--- src/rtl/serial_word_packer.sv ---
// Serial-to-parallel packer: collects bits over valid/ready and presents N-bit words
// with a registered load strobe that can be stalled by out_ready.
module serial_word_packer #(
  parameter int unsigned N         = 4,
  parameter bit          MSB_FIRST = 1'b1
) (
  input  logic                 clk,
  input  logic                 rest,
  input  logic                 clr,
  input  logic                 in_bit,
  input  logic                 in_valid,
  output logic                 in_ready,
  output logic [N-1:0]         out_word,
  output logic                 out_load,
  input  logic                 out_ready,
  output logic [$clog2(N)-1:0] bit_cnt,
  output logic                 busy
);

  localparam int unsigned CW = $clog2(N);
  localparam logic [CW-1:0] LastCnt = CW'(N - 1);

  localparam logic [1:0] IDLE  = 2'd0;
  localparam logic [1:0] SHIFT = 2'd1;
  localparam logic [1:0] HOLD  = 2'd2;

  logic [1:0]    state_q, state_d;
  logic [N-1:0]  sr_q, sr_d;
  logic [N-1:0]  word_q, word_d;
  logic [CW-1:0] cnt_q, cnt_d;
  logic          load_q, load_d;
  logic [N-1:0]  shifted;
  logic          accept;
  logic          xfer;

  // out_ready -> in_ready is the only combinational path through the block.
  assign in_ready = (state_q != HOLD) | out_ready;
  assign accept   = in_valid & in_ready;
  assign xfer     = load_q & out_ready;

  always_comb begin
    if (MSB_FIRST) begin
      shifted = {sr_q[N-2:0], in_bit};
    end else begin
      shifted = {in_bit, sr_q[N-1:1]};
    end
  end

  always_comb begin
    state_d = state_q;
    sr_d    = sr_q;
    word_d  = word_q;
    cnt_d   = cnt_q;
    load_d  = load_q;
    if (clr) begin
      state_d = IDLE;
      sr_d    = '0;
      word_d  = '0;
      cnt_d   = '0;
      load_d  = 1'b0;
    end else begin
      if (xfer) begin
        load_d  = 1'b0;
        state_d = IDLE;
      end
      // An accept in HOLD only happens alongside a transfer, so it starts the next word.
      if (accept) begin
        sr_d = shifted;
        if (cnt_q == LastCnt) begin
          cnt_d   = '0;
          word_d  = shifted;
          load_d  = 1'b1;
          state_d = HOLD;
        end else begin
          cnt_d   = cnt_q + CW'(1);
          state_d = SHIFT;
        end
      end
    end
  end

  always_ff @(posedge clk or posedge rest) begin
    if (rest) begin
      state_q <= IDLE;
      sr_q    <= '0;
      word_q  <= '0;
      cnt_q   <= '0;
      load_q  <= 1'b0;
    end else begin
      state_q <= state_d;
      sr_q    <= sr_d;
      word_q  <= word_d;
      cnt_q   <= cnt_d;
      load_q  <= load_d;
    end
  end

  assign out_word = word_q;
  assign out_load = load_q;
  assign bit_cnt  = cnt_q;
  assign busy     = (state_q != IDLE);

endmodule
--- config.mk ---
export PLATFORM = sky130hd
export DESIGN_NAME = serial_word_packer
export DESIGN_NICKNAME = d
export VERILOG_FILES = /design/src/rtl/serial_word_packer.sv
export SDC_FILE = /design/constraint.sdc
export NUM_CORES = 1
export LEC_CHECK = 0
export BUFFER_PORTS_ARGS = -buffer_cell sky130_fd_sc_hd__buf_2
export CELL_PAD_IN_SITES_DETAIL_PLACEMENT = 1
export CELL_PAD_IN_SITES_GLOBAL_PLACEMENT = 1
export CORE_ASPECT_RATIO = 0.9
export CORE_MARGIN = 1.5
export CORE_UTILIZATION = 41
export DETAILED_ROUTE_END_ITERATION = 6
export GPL_TIMING_DRIVEN = 0
export PLACE_DENSITY = 0.81
export SLEW_MARGIN = 0
export SYNTH_ARGS = -nofsm -noshare
export SYNTH_HDL_FRONTEND = slang
export SYNTH_SLANG_ARGS = --single-unit
--- constraint.sdc ---
create_clock -name clk -period 3.88 [get_ports clk]
set_clock_uncertainty 0.05 [all_clocks]
set_input_delay 0.776 -clock clk [delete_from_list [all_inputs] [get_ports clk]]
set_output_delay 0.776 -clock clk [all_outputs]
set_load 0.1 [all_outputs]
==> results.json <==
{
  "relSlewSlack_pct": 67.02,
  "status": "completed",
  "routabilityCongestion": 0.6849,
  "grt_max_degree": 13,
  "grt_busiest_layer": "met2",
  "drt-vias-per-instance": 5.274,
  "regToRegSetupSlack_ps": 2390,
  "final.fill_count": 157,
  "setup.worst_path.class": "in2out",
  "insertion_delay_ps": 270,
  "yosysWarnings": 0,
  "ys.flop_type": "dfrtp_1",
  "antenna_found_initial": 0,
  "setup_viol": 0,
  "hold_violations": 0,
  "synth_top_area_share_pct": 50.74,
  "grt_pass1_wl_um": 2028,
  "post-route-period-util_pct": 64.35,
  "ir_worst_vdd_uv": 234.4,
  "power_density_mw_per_mm2": 389.1,
  "drc": 0,
  "layout_common_cells": "buf_2, dfrtp_1, nand2b_1",
  "crit_required_ps": 3050,
  "wl_per_cell_um": 14.80,
  "cp-end-kind": "output port",
  "hold_path_class": "in2async",
  "grt_pass1_vias": 413,
  "power_leakage_uw": 0.0003726,
  "setup-tns-final_ps": 0,
  "antenna_cells": 0,
  "area_growth_pct": 20.93,
  "cts_max_level": 1,
  "maxSlewViolCount": 0,
  "cts_resized": 0,
  "mostFrequentLayoutCell": "buf_2",
  "root_buffer": "clkbuf_4",
  "start_kind": "input port",
  "dp_cells": 80,
  "io_buffers": 14,
  "num_vias": 443,
  "fmax_mhz": 400.5,
  "start_util_pct": 45.83,
  "cts_max_path_buffers": 2,
  "core.rowCount": 12,
  "die_area_mm2": 0.001680,
  "synth-edff-count": 0,
  "cts_tree": "yes",
  "grt_usage_pct": 17.67,
  "synth_fp_nets": 59,
  "dp_hpwl_um": 883.7,
  "ant_nets": 0,
  "cts_hold_buf": 0,
  "synth_seq_cells": 12,
  "synth_cell_types": 21,
  "drt-total-wl_um": 1243,
  "die_w_um": 43.05,
  "netlist_area_um2": 591.8,
  "yosys.area.top_type": "dfrtp_1",
  "async_flop_share_pct": 100.0,
  "max_cap_viol_count": 0,
  "period_minus_slack_ps": 2497,
  "cts_sinks": 12,
  "grtUsageMet2_pct": 28.41,
  "layout-drive-gt1-share_pct": 32.86,
  "clk_pin_slew_ps": 80,
  "synthTopCellsByArea": "dfrtp_1, mux2i_1, nand2b_1, buf_6, ha_1",
  "fp.dieH_um": 39.04,
  "globalRouteOverflowTotal": 0,
  "fin_nets": 78,
  "io_pins": 15,
  "post_cts_buffers": 0,
  "arrival_ps": 1670,
  "final-instance-count-excl-fill": 84,
  "cts_made_buffers": 3,
  "ys_seq_area_share_pct": 50.74,
  "rsz0062_at_grt": "no",
  "use_met3_pct": 7.009,
  "first_iter_violations": 7,
  "core_mm2": 0.001291,
  "synthCells": 52,
  "critPathMaxFanout": 7,
  "use_met1_pct": 22.38,
  "drt_pass1_iterations": 4,
  "synth.avg_cell_area_um2": 11.38,
  "worst_pin_slew_ps": 498.1
}
## cell type report
cell class                 instances  area [um2]  share of cell area (%)
buffer                             3       26.28                   3.671
clock buffer                       4       36.28                   5.070
inverter                           1       3.754                  0.5245
multi-input combinational         36       261.5                   36.54
sequential                        12       300.3                   41.96
tap                               14       17.52                   2.448
timing repair buffer              14       70.07                   9.790
## Yosys cell counts (2+ instances only)
cell type  count
dfrtp_1       12
nand2b_1      11
mux2i_1        7
buf_6          2
nand2_1        2
nand3_1        2
o21ai_1        2
## registers in the layout (all words and copies together), names as in the netlist
signal    flops
bit_cnt       2
out_load      1
out_word      4
sr_q          3
state_q       2
## logic make-up after synthesis
family                   synth area share, %
flip-flops                             50.74
adder cells (fa/ha/maj)                2.114
multiplexers                           11.84
buffers and inverters                  5.073
AND/OR/NAND/NOR                        25.37
AO/OA/AOI/OAI                          4.863
## where the power goes
| part | leakage [uW] | internal, uW | switching (uW) |
|---|---|---|---|
| Sequential | 0.000164 | 129 | 2.64 |
| Combinational | 0.000188 | 12.9 | 35.1 |
| Clock | 0.0000210 | 57.0 | 41.8 |
## critical path: stages
cell    delay, ps
buf_2         110
or3b_1        360
buf_6         140
buf_2         280
## per-stage QoR
step / utilization [%] / instance area [um2] / total power (uW) / setup WS, ps / hold WS (ps)
3_5_place_dp: 52.62 / 679.4 / 182.4 / 1383 / 485.1
5_1_grt: 55.43 / 715.7 / 290.0 / 1349 / 494.5
2_1_floorplan: - / 591.8 / 171.4 / 1727 / 467.7
4_1_cts: 55.43 / 715.7 / 281.8 / 1383 / 461.7
6_report: 55.43 / 715.7 / 278.5 / 1383 / 449.5
3_3_place_gp: 52.62 / 679.4 / 181.4 / 1387 / 477.6
## routing by layer
metal | part of all wire [%] | vias up
met1 | 46 | 216
met2 | 49 | 12
li1 | - | 215
met3 | 5.7 | 0
met5 | 0 | -
met4 | 0 | 0
## worst paths after layout
path                        startpoint           to  cells after the start
setup / recovery             out_ready     in_ready                      4
min in group clk           out_word[2]  out_word[2]                      2
max in group asynchronous         rest  out_word[1]                      2
hold reg to reg            out_word[2]  out_word[2]                      2
setup reg to reg            state_q[0]      sr_q[1]                      5
hold / removal                    rest   bit_cnt[0]                      2
No activity file was read; power rests on OpenSTA's default activity.
